[src/rtl/nnet_out_framer_if.sv]
// rtl/nnet_out_framer_if.sv - stream bundle between the HLS core, the framer and the AXI wrapper
//
// Purpose: groups the framer's input result stream (s_*) and its framed output
// stream (m_*) so they travel as one port.
// Signals:
//   s_tdata  [DATA_W] raw HLS result, two's complement
//   s_tvalid           result valid
//   s_tready           framer can accept a result
//   m_tdata  [OUT_W]   framed sample
//   m_tlast            last sample of packet
//   m_tvalid           framed sample valid
//   m_tready           downstream accepts framed sample
// Modports:
//   slave  - the framer (sinks s_*, sources m_*)
//   master - the environment around it (sources s_*, sinks m_*)
interface nnet_out_framer_if #(
   parameter int DATA_W = 18,
   parameter int OUT_W  = 32
);
   logic [DATA_W-1:0] s_tdata;
   logic              s_tvalid;
   logic              s_tready;
   logic [OUT_W-1:0]  m_tdata;
   logic              m_tlast;
   logic              m_tvalid;
   logic              m_tready;

   modport slave (
      input  s_tdata, s_tvalid, m_tready,
      output s_tready, m_tdata, m_tlast, m_tvalid
   );

   modport master (
      output s_tdata, s_tvalid, m_tready,
      input  s_tready, m_tdata, m_tlast, m_tvalid
   );
endinterface

[src/rtl/nnet_out_framer.sv]
// rtl/nnet_out_framer.sv - frames raw HLS results into 32-bit packets with tlast
//
// Purpose: counts results against the output vector size, closes a packet every
// spp samples and at every vector end, and sign-extends each result to OUT_W.
// Output register plus one skid register; s_tready is registered.
// Optional macro: NNET_FRAMER_SAT16_EN - clamp each result to signed 16 bits
// before sign extension (no added latency).
// Ports:
//   ap_clk     clock
//   ap_rst_n   synchronous active-low reset
//   clear      synchronous flush, like reset but keeps vec_count
//   size_out   samples per output vector (0 treated as 1)
//   spp        samples per packet, 0 = tlast only at vector end
//   bus        stream bundle (slave side): s_* results in, m_* framed samples out
//   vec_count  completed vectors, wraps at 2^32
//   busy       vector in progress
module nnet_out_framer #(
   parameter int DATA_W = 18,
   parameter int OUT_W  = 32,
   parameter int CNT_W  = 16
) (
   input  logic             ap_clk,
   input  logic             ap_rst_n,
   input  logic             clear,
   input  logic [CNT_W-1:0] size_out,
   input  logic [CNT_W-1:0] spp,
   nnet_out_framer_if.slave bus,
   output logic [31:0]      vec_count,
   output logic             busy
);

   typedef enum logic {IDLE, RUN} state_t;

   state_t            state, state_n;
   logic [CNT_W-1:0]  samp_idx, samp_idx_n;
   logic [CNT_W-1:0]  pkt_idx, pkt_idx_n;
   logic [CNT_W-1:0]  size_l, spp_l;
   logic [CNT_W-1:0]  size_cur, spp_cur;
   logic              accept, vec_end, pkt_end, last_in;
   logic              flush;

   logic signed [DATA_W-1:0] in_s;
   logic [OUT_W-1:0]         in_ext;

   logic              load_out;
   logic              skid_valid, skid_valid_n;
   logic [OUT_W-1:0]  skid_data;
   logic              skid_last;

   assign flush = !ap_rst_n || clear;
   assign busy  = (state == RUN);

   // In IDLE the live size/spp apply to the sample being accepted (it opens the
   // vector); in RUN the values latched at vector start are used.
   always_comb begin
      accept     = bus.s_tvalid && bus.s_tready;
      size_cur   = size_l;
      spp_cur    = spp_l;
      if (state == IDLE) begin
         size_cur = (size_out == '0) ? CNT_W'(1) : size_out;
         spp_cur  = spp;
      end
      vec_end    = (samp_idx == size_cur - CNT_W'(1));
      pkt_end    = (spp_cur != '0) && (pkt_idx == spp_cur - CNT_W'(1));
      last_in    = vec_end || pkt_end;
      state_n    = state;
      samp_idx_n = samp_idx;
      pkt_idx_n  = pkt_idx;
      if (accept) begin
         if (vec_end) begin
            state_n    = IDLE;
            samp_idx_n = '0;
            pkt_idx_n  = '0;
         end else begin
            state_n    = RUN;
            samp_idx_n = samp_idx + CNT_W'(1);
            pkt_idx_n  = pkt_end ? '0 : pkt_idx + CNT_W'(1);
         end
      end
   end

   always_ff @(posedge ap_clk) begin
      if (flush) begin
         state    <= IDLE;
         samp_idx <= '0;
         pkt_idx  <= '0;
         size_l   <= CNT_W'(1);
         spp_l    <= '0;
      end else begin
         state    <= state_n;
         samp_idx <= samp_idx_n;
         pkt_idx  <= pkt_idx_n;
         if (state == IDLE && accept) begin
            size_l <= size_cur;
            spp_l  <= spp_cur;
         end
      end
   end

   // clear must not count a vector end accepted in the same cycle it is flushed
   always_ff @(posedge ap_clk) begin
      if (!ap_rst_n) begin
         vec_count <= '0;
      end else if (!clear && accept && vec_end) begin
         vec_count <= vec_count + 32'd1;
      end
   end

   // Result conversion; a signed-to-wider cast sign-extends
   localparam logic signed [DATA_W-1:0] SAT_MAX = DATA_W'(32767);
   localparam logic signed [DATA_W-1:0] SAT_MIN = ~SAT_MAX;

   always_comb begin
      in_s = bus.s_tdata;
`ifdef NNET_FRAMER_SAT16_EN
      if (in_s > SAT_MAX) begin
         in_s = SAT_MAX;
      end else if (in_s < SAT_MIN) begin
         in_s = SAT_MIN;
      end
`endif
      in_ext = OUT_W'(in_s);
   end

   // Output register can take new content when empty or being popped
   always_comb begin
      load_out     = !bus.m_tvalid || bus.m_tready;
      skid_valid_n = load_out ? (skid_valid && accept) : (skid_valid || accept);
   end

   always_ff @(posedge ap_clk) begin
      if (flush) begin
         bus.m_tvalid <= 1'b0;
         bus.m_tlast  <= 1'b0;
         bus.m_tdata  <= '0;
         bus.s_tready <= 1'b0;
         skid_valid   <= 1'b0;
         skid_data    <= '0;
         skid_last    <= 1'b0;
      end else begin
         if (load_out) begin
            if (skid_valid) begin
               // older sample waiting in skid goes first
               bus.m_tdata  <= skid_data;
               bus.m_tlast  <= skid_last;
               bus.m_tvalid <= 1'b1;
               if (accept) begin
                  skid_data <= in_ext;
                  skid_last <= last_in;
               end
            end else begin
               bus.m_tvalid <= accept;
               if (accept) begin
                  bus.m_tdata <= in_ext;
                  bus.m_tlast <= last_in;
               end
            end
         end else if (accept) begin
            skid_data <= in_ext;
            skid_last <= last_in;
         end
         skid_valid   <= skid_valid_n;
         bus.s_tready <= !skid_valid_n;
      end
   end

endmodule

[src/flat_wrapper.sv]
// flat-port wrapper written by rule: the top's interface ports become plain ports
module nnet_out_framer_flat 
#(
   parameter int DATA_W = 18,
   parameter int OUT_W  = 32,
   parameter int CNT_W  = 16
)
  (ap_clk, ap_rst_n, clear, size_out, spp, vec_count, busy, bus_s_tdata, bus_s_tvalid, bus_m_tready, bus_s_tready, bus_m_tdata, bus_m_tlast, bus_m_tvalid);
  nnet_out_framer_if #(.DATA_W(DATA_W), .OUT_W(OUT_W)) bus_i ();
  input  logic ap_clk;
  input  logic ap_rst_n;
  input  logic clear;
  input  logic [CNT_W-1:0] size_out;
  input  logic [CNT_W-1:0] spp;
  output logic [31:0] vec_count;
  output logic busy;
  input wire logic [$bits(bus_i.s_tdata)-1:0] bus_s_tdata;
  input wire logic [$bits(bus_i.s_tvalid)-1:0] bus_s_tvalid;
  input wire logic [$bits(bus_i.m_tready)-1:0] bus_m_tready;
  output wire logic [$bits(bus_i.s_tready)-1:0] bus_s_tready;
  output wire logic [$bits(bus_i.m_tdata)-1:0] bus_m_tdata;
  output wire logic [$bits(bus_i.m_tlast)-1:0] bus_m_tlast;
  output wire logic [$bits(bus_i.m_tvalid)-1:0] bus_m_tvalid;
  assign bus_i.s_tdata = bus_s_tdata;
  assign bus_i.s_tvalid = bus_s_tvalid;
  assign bus_i.m_tready = bus_m_tready;
  assign bus_s_tready = bus_i.s_tready;
  assign bus_m_tdata = bus_i.m_tdata;
  assign bus_m_tlast = bus_i.m_tlast;
  assign bus_m_tvalid = bus_i.m_tvalid;
  nnet_out_framer #(.DATA_W(DATA_W), .OUT_W(OUT_W), .CNT_W(CNT_W)) u_core (.ap_clk(ap_clk), .ap_rst_n(ap_rst_n), .clear(clear), .size_out(size_out), .spp(spp), .bus(bus_i), .vec_count(vec_count), .busy(busy));
endmodule
[config.mk]
export PLATFORM = sky130hd
export DESIGN_NAME = nnet_out_framer_flat
export DESIGN_NICKNAME = d
export VERILOG_FILES = /design/src/rtl/nnet_out_framer_if.sv /design/src/rtl/nnet_out_framer.sv /design/src/flat_wrapper.sv
export SDC_FILE = /design/constraint.sdc
export NUM_CORES = 1
export LEC_CHECK = 0
export CORE_MARGIN = 1
export CORE_UTILIZATION = 40
export DETAILED_ROUTE_END_ITERATION = 12
export MAX_ROUTING_LAYER = met4
export SYNTH_ARGS = -nofsm -noshare
export SYNTH_HDL_FRONTEND = slang
export SYNTH_SLANG_ARGS = --single-unit
[constraint.sdc]
create_clock -name ap_clk -period 5 [get_ports ap_clk]
set_clock_uncertainty 0.1 [all_clocks]
set_input_delay 1 -clock ap_clk [delete_from_list [all_inputs] [get_ports ap_clk]]
set_output_delay 1 -clock ap_clk [all_outputs]
set_load 0.02 [all_outputs]
Word-level counts from Yosys, hierarchy flattened
Index checks and enable logic that the tools add are counted.
{"block": "classes", "addsub": 5, "eq_ne": 3, "n_mux": 19, "shift": 0, "n_lt_le_gt_ge": 0, "n_bitwise": 1, "n_mul": 0, "reduce_logical": 18, "div_mod_pow": 0}
{"op": "32-bit two-way mux", "n": 5}
{"op": "16-bit two-way mux", "n": 6}
{"op": "16-bit by 1-bit adder with 16-bit output, second input constant", "n": 2}
{"op": "32-bit by 1-bit adder with 32-bit output, second input constant", "n": 1}
{"op": "16-bit equality test", "n": 2}
{"op": "16-bit by 1-bit subtractor with 16-bit output, second input constant", "n": 2}
{"op": "16-bit zero test", "n": 1}
{"op": "16-bit nonzero test", "n": 1}
{"op": "1-bit two-way mux", "n": 8}
{"op": "1-bit logical AND", "n": 6}
{"op": "1-bit zero test", "n": 4}
{"op": "1-bit logical OR", "n": 4}
{"op": "2-bit != test, second input constant", "n": 1}
{"op": "2-bit AND reduction", "n": 1}
{"op": "2-bit nonzero test", "n": 1}
{"op": "1-bit inverter", "n": 1}
{"block": "word_totals", "regBits": 166, "latchBits": 0, "ram_bits": 0, "n_memories": 0, "word_cells": 59, "mem_bits_ro": 0}

Depth between registers and ports, before layout
Gate-level depths: netlist of run 1.
{"block": "logic_depth", "depth_word": 9, "mapped_depth": 15}

Worst setup path after synthesis of run 1
OpenSTA, ideal clock, no wires.
{"block": "synth_path", "path_kind": "reg2reg", "start": "reg u_core.state (netlist: u_core.busy)", "end": "reg u_core.vec_count[12]", "t_arrival_ns": 3.807, "stages_incl_launch_ff": 15, "path_buffers": 5, "path_slack_ns": 0.992, "path_cell_list": "dfxtp_1 buf_2 buf_2 buf_2 buf_1 mux2i_1 ha_1 inv_1 o311ai_0 o211ai_1 xor2_1 nor3_1 nand4_2 clkbuf_1 o41ai_1"}
{"block": "synth_via", "elab_chain_len": 4}
{"element": "start, declared", "line": "nnet_out_framer.sv:34", "rtl": "state_t state, state_n;"}
{"element": "start signal, assigned", "line": "nnet_out_framer.sv:90", "rtl": "state <= state_n;"}
{"element": "16-bit two-way mux", "line": "nnet_out_framer.sv:59", "rtl": "if (state == IDLE) begin"}
{"element": "16-bit by 1-bit subtractor with 16-bit output", "line": "nnet_out_framer.sv:63", "rtl": "vec_end = (samp_idx == size_cur - CNT_W'(1));"}
{"element": "16-bit equality test", "line": "nnet_out_framer.sv:63"}
{"element": "1-bit logical AND", "line": "nnet_out_framer.sv:104", "rtl": "end else if (!clear && accept && vec_end) begin"}
{"element": "end signal, assigned", "line": "nnet_out_framer.sv:105", "rtl": "vec_count <= vec_count + 32'd1;"}
{"element": "end, declared", "line": "nnet_out_framer.sv:28", "rtl": "output logic [31:0] vec_count,"}
Every way passes these cells.
A chain may end at the register's enable or synchronous reset.

Final worst setup path of run 1
{"block": "layout_path", "start": "in size_out[7]", "end": "reg u_core.vec_count[12]"}
{"block": "layout_via", "elab_chain_len": 6}
{"element": "start, declared", "line": "flat_wrapper.sv:13", "rtl": "input logic [CNT_W-1:0] size_out;"}
{"element": "16-bit zero test", "line": "nnet_out_framer.sv:60", "rtl": "size_cur = (size_out == '0) ? CNT_W'(1) : size_out;"}
{"element": "16-bit two-way mux (*)", "line": "nnet_out_framer.sv:60"}
{"element": "16-bit two-way mux (*)", "line": "nnet_out_framer.sv:59"}
{"element": "16-bit by 1-bit subtractor with 16-bit output (*)", "line": "nnet_out_framer.sv:63"}
{"element": "16-bit equality test (*)", "line": "nnet_out_framer.sv:63"}
{"element": "1-bit logical AND (*)", "line": "nnet_out_framer.sv:104"}
Every way passes the cells marked *; elsewhere a longest branch is shown, timed or not.

==> results list, run 1 <==
* Post-synth ARST share: 0%
* Yosys Warn Count: 0
* Final-report setup violation count: 0
- Hold Buf Count CTS: 0
* Buffers & Inverters on Critical Path: 2
- Kind of end point of the critical path: flop
- Number of distinct library cell variants in the gate-level netlist after synthesis: 63
- Path category of the worst min-delay check: flop to flop
- The clock passes through at most 2 buffers.
- Based on the critical path, the design can be clocked at up to 0.229 GHz.
- The area growth from synthesis to layout is 25.3%.
- Root Buffer: sky130_fd_sc_hd__clkbuf_16
* Skew-Pair Late Insertion Delay: 430 ps
- The routed layout has 6758 vias.
- Setup repair after global routing left no endpoint under its margin.
- In this run the core area contains 49 standard-cell rows.
- NumNets Final: 1077
- Most common cell in the synthesized netlist: sky130_fd_sc_hd__nand2_1
- Die boundary height: 139 um
* Via-to-Cell Ratio: 5.37
- Worst setup SP type: input pin
- The smallest clock period supported by the final layout is computed as 4360 ps.
- Across the VDD grid, the largest voltage drop is 0.000226 V.
- Yosys mapped a number of flops with a built-in enable equal to 0.
- Global-route wire length before repair: 31400 um
- Proportion of layout cells with a drive suffix above 1: 7.28%
* Drc violations: 5
* Number of antenna violations at the first check in global routing: 0
* CP Cell Sequence: clkdlybuf4s50_1, nor4_1, nand4_1, a21oi_1, inv_1, ha_1, o211ai_1, or3_1, o2111ai_1, and4b_1, nand4_2, o311ai_0, o41ai_1
- Power spread over the standard cell area amounts to 276 nW/um^2.
* Crit-path max cell delay: 480 ps
- STA puts the critical path data required time at 5200 ps.
- Of the available clock period, the critical path in the final layout requires 87.3%.
- After synthesis the netlist holds a flip-flop and latch count of 138.
- Port-buffer cells: 122
- The die is 139 um wide.
- CTS resizes: 0
- In this run the post-CTS setup repair buffer count came out at 0.
* Number of levels the H-tree was split into: 4
- Clock-pin transition on the worst setup and hold timing paths: 70 ps
* Data arrival time of the worst path: 4560 ps
- Violation count after the first detailed-routing iteration: 403
* Routed wirelength normalized by instance count: 15.1 um
* Routed WL: 19000 um
* Placer Congestion: 0.859
- Counting every sink on the clock net gives 138.
- Final core utilization: 51.7%
- Area of the die: 19300 um^2
- Run status: finished, violations left
- Global-route usage over all layers: 20.7%
- Among all flip-flop cells after synthesis, the most frequent one is sky130_fd_sc_hd__dfxtp_1.
- Of all cell types, the one taking the most synthesized area is sky130_fd_sc_hd__dfxtp_1.
- The number of nets in the synthesized netlist is 980.
* Remaining global-route overflow: 0
- Max Cap Viol: 0
- Entering global routing, the biggest net connects 88 pins.
- On the critical path, the stage with the largest delay is an instance of sky130_fd_sc_hd__clkdlybuf4s50_1.
- CTS tree: done
- The cell area that synthesis handed to floorplanning was 7520 um^2.
- Maximum fanout along the worst path: 15
- HPWL after detailed placement: 13300 um
- Avg Inst Size Synth: 8.17 um^2
- On the critical path the largest part of the delay comes from simple AND/OR/NAND/NOR gates.
* Count of pins over their slew limit: 0
* Diodes inserted: 0
- In the final timing run, aggregate negative setup slack is 0 ps.
- Ports placed on the boundary: 123
- Number of detailed-route iterations in the first pass: 9
- In this run the remaining antenna-violating nets after routing total 0.
- Critical path class: input pin to flop
- The worst pin sits at a relative slew slack of 35.2%.
* Number of global-route vias before repair: 6165
- The analysis attributes to cell leakage a power of 3.01 nW.
- The checks that failed: design-rule violations.
- In this run, CTS created clock tree buffers numbering 17.
- Tightest Pin Transition: 972 ps
* Core ar.: 18200 um^2
- After synthesis, flip-flops and latches occupy 36.7% of the total area.
- Number of hold-slack violations in the final timing report: 0
- The commonest cells after synthesis are sky130_fd_sc_hd__nand2_1 (144), sky130_fd_sc_hd__dfxtp_1 (138), sky130_fd_sc_hd__nor2_1 (76), sky130_fd_sc_hd__a21oi_1 (64), sky130_fd_sc_hd__mux2i_1 (52).
* Area fraction of the dominant cell type after synthesis: 36.7%
- Top area cells in the synthesized netlist: sky130_fd_sc_hd__dfxtp_1 (37%), sky130_fd_sc_hd__nand2_1 (7.2%), sky130_fd_sc_hd__mux2i_1 (6.9%)
- Starting utilization of the core area: 41.3%
* Cells after synthesis: 920
-- metrics by stage --
stage | hold WS (ps) | std cells | instance area (um^2) | setup slack [ps] | power (mW)
2_1_floorplan | 332 | 920 | 7520 | 992 | 1.28
3_3_place_gp | 341 | 1227 | 8850 | 356 | 1.38
3_5_place_dp | 347 | 1227 | 8850 | 243 | 1.38
4_1_cts | 356 | 1259 | 9420 | 691 | 2.63
5_1_grt | 370 | 1259 | 9420 | 239 | 2.70
6_report | 354 | 1259 | 9420 | 636 | 2.60
-- kinds of logic after synthesis --
group | synth area share (%)
muxes | 7.07
adders and majority gates | 0.832
DFF | 36.7
AOI/OAI and AO/OA | 15.6
xor gates and xnor gates | 9.09
and+or+nand+nor | 26.0
buffers and inverters | 4.73
-- worst paths after layout --
kind	from	to	slack (ps)	cells past startpoint
worst min register to register	u_core.skid_data[8]	u_core.skid_data[8]	350	2
worst max-delay path	size_out[7]	u_core.vec_count[12]	640	13
worst max register to register	u_core.busy	u_core.vec_count[12]	1080	8
worst min-delay path	u_core.skid_data[8]	u_core.skid_data[8]	350	2
-- routing by layer --
metal  GRT usage (%)  share of wire, %  vias up
li1                -                 -     3468
met1            25.4                46     3126
met5               -                 0        -
met2            33.1                48      132
met3            4.63               3.8       32
met4            7.66               2.1        0
-- area by class of cell --
cell class	instances	area, um^2
Timing Repair Buffer	139	1340
Sequential cell	138	2770
Tap cell	229	287
Inverter	10	37.5
Clock buffer	18	439
Multi-Input combinational cell	711	4410
Clock inverter	14	138
Fill cell	1742	8790
-- layout by cell type (no fill, tap or decap), types with 12 or more instances in the layout --
cell type / instances
sky130_fd_sc_hd__xor2_1: 36
sky130_fd_sc_hd__a211oi_1: 22
sky130_fd_sc_hd__dfxtp_1: 137
sky130_fd_sc_hd__xnor2_1: 42
sky130_fd_sc_hd__a21oi_1: 64
sky130_fd_sc_hd__clkdlybuf4s50_1: 121
sky130_fd_sc_hd__nand2_1: 144
sky130_fd_sc_hd__nor3b_1: 13
sky130_fd_sc_hd__o211ai_1: 22
sky130_fd_sc_hd__mux2i_1: 52
sky130_fd_sc_hd__nor2_2: 12
sky130_fd_sc_hd__nand2b_1: 29
sky130_fd_sc_hd__nand4_1: 13
sky130_fd_sc_hd__o31ai_1: 21
sky130_fd_sc_hd__buf_4: 17
sky130_fd_sc_hd__nand3_1: 24
sky130_fd_sc_hd__clkbuf_16: 17
sky130_fd_sc_hd__nor3_1: 30
sky130_fd_sc_hd__nor2_1: 74
-- registers in the layout (all words and copies together) (netlist names) --
name                 cells
u_core.bus.m_tlast       1
u_core.vec_count        32
u_core.spp_l            16
u_core.bus.s_tready      1
u_core.pkt_idx          16
u_core.bus.m_tdata      18
u_core.skid_data        18
u_core.skid_valid        1
u_core.bus.m_tvalid      1
u_core.skid_last         1
u_core.samp_idx         16
u_core.busy              1
u_core.size_l           16
-- worst register-to-register path, cell delays in order, from the launching register on --
cell and delay (ps):
sky130_fd_sc_hd__dfxtp_4 970, sky130_fd_sc_hd__nor3b_1 370, sky130_fd_sc_hd__o22ai_1 140, sky130_fd_sc_hd__a211oi_2 460, sky130_fd_sc_hd__nand4_1 380, sky130_fd_sc_hd__a211oi_1 380, sky130_fd_sc_hd__nand4_2 390, sky130_fd_sc_hd__o311ai_0 450
sky130_fd_sc_hd__o41ai_1 130
-- power by group --
part           leakage, nW  switching [mW]  internal, mW
registers             1.11          0.0116          1.11
logic                 1.61           0.128         0.109
clock network        0.278           0.533         0.707
total                 3.01           0.673          1.92
(Power assumes the default switching activity.)
==> inputs of run 2 (changes only) <==
- ABC_AREA: not set -> 1
==> run 2 against run 1 <==
Against the previous run: the flow now finishes without violations; total power up 2.4%; non-clock buffer count down 7; combinational power up 12%; fmax up 7.8%; register-to-register slack better by 290 ps; cell count up 28%; global-route usage up 2.2 points; sequential power about the same; highest routed layer unchanged.
==> results list, run 2 <==
- Number of hold-slack violations in the final timing report: 0 (unchanged)
* Number of distinct library cell variants in the gate-level netlist after synthesis: 54 (-14%)
- Clock power share: 48.0% (+0.2 points)
- Core ar.: 20400 um^2 (+12%)
* Overall power of the completed layout: 2.66 mW (+2.4%)
- The number of warning messages in the yosys log was 0 (unchanged).
* Buffers & Inverters on Critical Path: 2 (unchanged)
* Setup TNS after final layout: 0 ps (unchanged)
- The clock network latency to the later pin of the worst-skew pair was 430 ps (about the same).
- The transition time at the pin with the least slew margin came to 891 ps (-81.1 ps).
- Setup repair after global routing left no endpoint under its margin.
- The final layout net count was 1389 (+29%).
* Final Instance Count excl. Fillers: 1613 (+28%)
- The width of the chip is 147 um (+5.8%).
- Endpoint of the lowest-slack register-to-register path: u_core.busy
- Hold Buf Count CTS: 0 (unchanged)
- The biggest cell delay along the critical path came to 470 ps (about the same).
- Starting utilization of the core area: 41.2% (-0.067 points)
- Most common cell after layout, fill and taps aside: sky130_fd_sc_hd__nand2_1
- Endpoint of the worst setup timing path: u_core.busy
- The average wire per cell in the routed design came to 14.4 um (-4.4%).
- Post-route design area: 10200 um^2 (+8.7%)
* CTS resizes: 0 (unchanged)
- Cell area power density: 260 nW/um^2 (-5.8%)
- Number of global-route vias before repair: 7523 (+22%)
- Comb pwr share: 10.0% (+0.9 points)
- Cells after synthesis: 1245 (+35%)
* Final core utilization: 50.1% (-1.6 points)
* Period Utilization, post-route: 80.9% (-6.3 points)
* CP Cell Sequence: clkdlybuf4s50_1, nor2_1, nand2_1, nor2_1, nand2_1, nand2_1, nand2_2, ha_1, xnor2_1, nand2b_1, a21boi_0, nand3_1, nor2_1, nand2_1, nor2_1, nand2_1, nor2_1, nand3_1, o211ai_1, inv_1
- The run finished with clean final reports.
* Static power due to leakage: 4.08 nW (+36%)
* Avg Inst Size Synth: 6.76 um^2 (-17%)
- Tightest hold margin: 356 ps (+2.08 ps)
* Area of the die: 21600 um^2 (+12%)
- Area fraction of the dominant cell type after synthesis: 32.8% (-3.9 points)
- Area occupied by registers: 2760 um^2 (about the same)
- Post-synthesis to final-layout area growth: 21.6%
* Maximum number of pins on one net before global-route repair: 70 (-20%)
- HPWL after detailed placement: 16800 um (+27%)
- Number of flip-flops under the largest register name: 32 (unchanged)
- The count of input and output buffers came to 122 (unchanged).
- Top cell types by occurrence after synthesis: sky130_fd_sc_hd__nand2_1 (282), sky130_fd_sc_hd__nor2_1 (141), sky130_fd_sc_hd__dfxtp_1 (138), sky130_fd_sc_hd__inv_1 (131), sky130_fd_sc_hd__o21ai_0 (70)
- The multi-input gate area in the final layout was 4720 um^2 (+6.9%).
* Time the final worst path needs with I/O delays and setup: 4050 ps (-317 ps)
* Number of CTS-inserted buffers: 17 (unchanged)
- Data arrival time of the worst path: 4260 ps (-300 ps)
* Largest voltage drop on the vdd net: 0.000236 V (+4.5%)
* Most flops, register: u_core.vec_count
- The number of buffers added for setup after CTS came to 0 (unchanged).
* Critical path class: input pin to flop
* Portion of total power attributed to sequential cells: 42.0% (-1.1 points)
- The maximum count of clock buffers along a single path was 2 (unchanged).
* Number of detailed-route iterations in the first pass: 8 (-1)
- The worst slew slack as a fraction of its limit was 40.3% (+5.0 points).
* Launching point of the worst reg2reg path: u_core.busy
- Switching Power: 0.771 mW (+15%)
* Number of cells traversed by the worst register-to-register path: 17 (+9)
- Minimum setup slack among reg-to-reg paths: 1370 ps (+290 ps)
- Post-synth ARST share: 0% (unchanged)
* CP Launch Point: size_out[4]
* Number of gates on the worst path with buffers counted: 20 (+7)
- Summed over all instances, the cell type with the most area after synthesis is sky130_fd_sc_hd__dfxtp_1.
- In the layout the commonest cells are sky130_fd_sc_hd__nand2_1 (282), sky130_fd_sc_hd__nor2_1 (138), sky130_fd_sc_hd__dfxtp_1 (137).
- Number of routed nets with antenna violations: 0 (unchanged)
- Global-route wire length before repair: 38800 um (+24%)
- Fraction of the yosys area taken by sequential cells: 32.8% (-3.9 points)
- STA classifies the critical path startpoint as an input pin.
- By instance count, the leading cell after synthesis is sky130_fd_sc_hd__nand2_1.
* Most used flip-flop cell after synthesis: sky130_fd_sc_hd__dfxtp_1
* Num rows: 52 (+6.1%)
- Top flop regs: u_core.vec_count (32), u_core.bus.m_tdata (18), u_core.skid_data (18)
- The min-delay analysis places its worst path in the category flop to flop.
- Top area cells in the synthesized netlist: sky130_fd_sc_hd__dfxtp_1 (33%), sky130_fd_sc_hd__nand2_1 (13%), sky130_fd_sc_hd__nor2_1 (6.3%)
- Root Buffer: sky130_fd_sc_hd__clkbuf_16
- The number of nets in the synthesized netlist is 1305 (+33%).
- The switching part of the total was 29.0% (+3.1 points).
- The post-synthesis sequential element count is 138 (unchanged).
- Cell Area, Synth: 8420 um^2 (+12%)
- The internal power is 1.89 mW (-1.9%).
- Routed WL: 23200 um (+22%)
* Count of pins over their slew limit: 0 (unchanged)
* Global-route usage over all layers: 22.9% (+2.2 points)
* EDFF count, synth: 0 (unchanged)
- The layout filler cell count came to 2112 (+21%).
- Highest clock frequency the design can meet: 0.247 GHz (+7.8%)
- The minimum setup slack after placement was 516 ps (+273 ps).
- Via-to-Cell Ratio: 5.04 (-6.1%)
- The via count of the routed design came to 8129 (+20%).
* Number of antenna violations at the first check in global routing: 1 (+1)
* Violation count after the first detailed-routing iteration: 489 (+21%)
- The slowest stage of the critical path belongs to the cell sky130_fd_sc_hd__nand3_1.
- The count of maximum capacitance violations is 0 (unchanged).
- Number of cells after detailed placement: 1580 (+29%)
- Remaining global-route overflow: 0 (unchanged)
- The height of the die came to 147 um (+5.8%).
* Kind of end point of the critical path: flop
- The kind of cell with the highest combined delay along the critical path is simple AND/OR/NAND/NOR gates.
* Drc violations: 0 (-5)
- Proportion of layout cells with a drive suffix above 1: 7.90% (+0.62 points)
* Area of placed instances: 9640 um^2 (+9.0%)
* Setup slack of the critical path after layout: 953 ps (+317 ps)
* Placer Congestion: 0.891 (+3.8%)
- Ports placed on the boundary: 123 (unchanged)
* Maximum fanout along the worst path: 14 (-1)
- The H-tree depth was 4 (unchanged).
* Final-report setup violation count: 0 (unchanged)
- TritonCTS built the clock tree.
* Required time of the critical path: 5210 ps (about the same)
* Number of sinks handled by clock tree synthesis: 138 (unchanged)
- Clock-pin transition on the worst setup and hold timing paths: 70 ps (about the same)
-- run 2: how the worst min path moves through the flow --
stage | start | end | cells past startpoint
2_1_floorplan | u_core.spp_l[0] | u_core.spp_l[0] | 2
3_3_place_gp | u_core.spp_l[0] | u_core.spp_l[0] | 2
3_5_place_dp | u_core.spp_l[0] | u_core.spp_l[0] | 2
4_1_cts | u_core.spp_l[0] | u_core.spp_l[0] | 2
5_1_grt | u_core.spp_l[0] | u_core.spp_l[0] | 2
6_report | u_core.spp_l[0] | u_core.spp_l[0] | 2
-- run 2: logic make-up after synthesis --
logic type               count (synthesis)  share of synthesized area [%]
AO/OA/AOI/OAI                          202                           13.6
XOR/XNOR                                68                           7.32
adder cells (fa/ha/maj)                  5                          0.743
buffers and inverters                  205                           11.3
flip-flops                             138                           32.8
multiplexers                             1                          0.119
AND/OR/NAND/NOR                        626                           34.1
-- run 2: per-layer routing --
metal	global-route usage (%)	share of wire [%]	wire length, um	vias up
met3	4.19	3.9	911	21
met5	-	0	0	-
li1	-	-	-	4255
met2	36.6	48	11100	161
met4	5.93	1.3	303	0
met1	29.7	47	10900	3692
-- run 2: power groups by stage --
stage | logic, mW | clock network, mW | registers [mW]
floorplan | 0.165 | 0 | 1.14
global placement | 0.264 | 0 | 1.14
detailed placement | 0.266 | 0 | 1.14
CTS | 0.267 | 1.30 | 1.12
global route | 0.295 | 1.36 | 1.12
finish | 0.266 | 1.28 | 1.12
-- run 2: layout make-up --
class / instances / area share [%]
Timing Repair Buffer: 132 / 12.7
Clock inverter: 15 / 1.72
Inverter: 138 / 5.11
Sequential cell: 138 / 27.0
Multi-Input combinational cell: 902 / 46.1
Tap cell: 270 / 3.30
Clock buffer: 17 / 4.15
Antenna cell: 1 / 0.0244
-- run 2: worst reg2reg max path, cell delays in order (launching register included) --
cell and delay, ps:
sky130_fd_sc_hd__dfxtp_2 520, sky130_fd_sc_hd__buf_4 530, sky130_fd_sc_hd__nand2_1 150, sky130_fd_sc_hd__o21ai_2 140, sky130_fd_sc_hd__inv_1 80, sky130_fd_sc_hd__ha_1 230, sky130_fd_sc_hd__xnor2_1 140, sky130_fd_sc_hd__nand2b_1 140
sky130_fd_sc_hd__a21boi_0 150, sky130_fd_sc_hd__nand3_1 120, sky130_fd_sc_hd__nor2_1 100, sky130_fd_sc_hd__nand2_1 60, sky130_fd_sc_hd__nor2_1 80, sky130_fd_sc_hd__nand2_1 60, sky130_fd_sc_hd__nor2_1 120, sky130_fd_sc_hd__nand3_1 470
sky130_fd_sc_hd__o211ai_1 260, sky130_fd_sc_hd__inv_1 50
==> variant (flow settings as in run 2) <==
The option `NNET_FRAMER_SAT16_EN` is turned on by a define.
--- a/src/rtl/nnet_out_framer.sv
+++ b/src/rtl/nnet_out_framer.sv
@@ -14,6 +14,8 @@
 //   bus        stream bundle (slave side): s_* results in, m_* framed samples out
 //   vec_count  completed vectors, wraps at 2^32
 //   busy       vector in progress
+`define NNET_FRAMER_SAT16_EN
+
 module nnet_out_framer #(
    parameter int DATA_W = 18,
    parameter int OUT_W  = 32,
Behaviour: not the same (Yosys sat finds a counterexample within 4 cycles, from zero or initial values and one cycle with ap_rst_n low).
==> variant against run 2 <==
  * Clock power about the same
  * Largest power group unchanged
  * Worst setup slack improved by 0.069 ns
  * Utilization about the same
  * Power increased by 1.1%
  * Sequential cell count unchanged
  * Highest routed layer unchanged
  * Final area about the same
  * Synthesized area unchanged
  * Wire length is 2.1% lower
==> variant: results (changes against run 2) <==
- Grt met1 use: 28.6% (was 29.7%)
- Buffering overhead: 12.8% (was 12.7%)
- Ant diodes: 0 (was 1)
- Layout area overhead: 21.6% (about the same)
- Vias: 8128 (was 8129)
- Slowest cell on the critical path: clkdlybuf4s50_1 (was nand3_1)
- Crit path from: size_out[11] (was size_out[4])
- Worst relative slew slack: 39.1% (was 40.3%)
- Syn_nets: 1298 (was 1305)
- Unique masters post-synth: 45 (was 54)
- First-pass GRT wire length: 37900 µm (was 38800 µm)
- DR vias/cell: 5.07 (was 5.04)
- Power Density: 262 nW/µm² (was 260 nW/µm²)
- Met3 Wirelength: 763 µm (was 911 µm)
- Bufs w/o clock: 134 (was 132)
- DPL Wire Length: 16200 µm (was 16800 µm)
- Avg WL per Cell: 14.2 µm (was 14.4 µm)
- Clk cell area share: 5.85% (was 5.88%)
- CP Max Fanout: 32 (was 14)
- CLK BUF: 22 (was 17)
- Top cells by count, synth: 295 x nand2_1, 138 x dfxtp_1, 124 x nor2_1 (was 282 x nand2_1, 141 x nor2_1, 138 x dfxtp_1)
- GR Layer Usage met2: 36.6% (about the same)
- Largest net degree at the start of global routing: 48 (was 70)
- Met3 Usage GRT: 3.39% (was 4.19%)
- Overall Global Routing Usage: 22.3% (was 22.9%)
- DR WL met2: 10800 µm (was 11100 µm)
- Mean Syn Cell Area: 6.81 µm² (was 6.76 µm²)
- Layout inverter count without the clock tree: 115 (was 138)
- RePlAce Congestion: 0.929 (was 0.891)
- Status: completed (unchanged)
- Dpl cells: 1570 (was 1580)
variant: changes by cell type in the layout (fill, tap and decap cells not counted), moves of 6 or more:
cell	run 2	this run
xnor2_1	8	20
nor2_1	138	121
a21oi_1	60	99
inv_1	131	106
o21ai_1	16	10
nand2_2	11	4
nand2_1	282	295
variant: cell families after synthesis:
family / Yosys count / synth area share (%)
DFF: 138 / 32.8
AOI/OAI and AO/OA: 225 / 14.8
buffers and inverters: 186 / 10.5
xor gates and xnor gates: 83 / 8.96
and+or+nand+nor: 599 / 32.1
adders and majority gates: 6 / 0.891
variant: tightest hold or removal path: cells and delay by family, from the launching register on:
family	cells	cell delay (ns)
DFF	1	0.30
AOI/OAI and AO/OA	1	0.05
buffers and inverters	1	0.06
variant: path summary, 6_finish.rpt:
kind	to	slack, ns
worst min-delay path	u_core.spp_l[0]	0.35
worst max register to register	u_core.vec_count[23]	1.21
worst max-delay path	u_core.vec_count[23]	1.02
worst min register to register	u_core.spp_l[0]	0.35
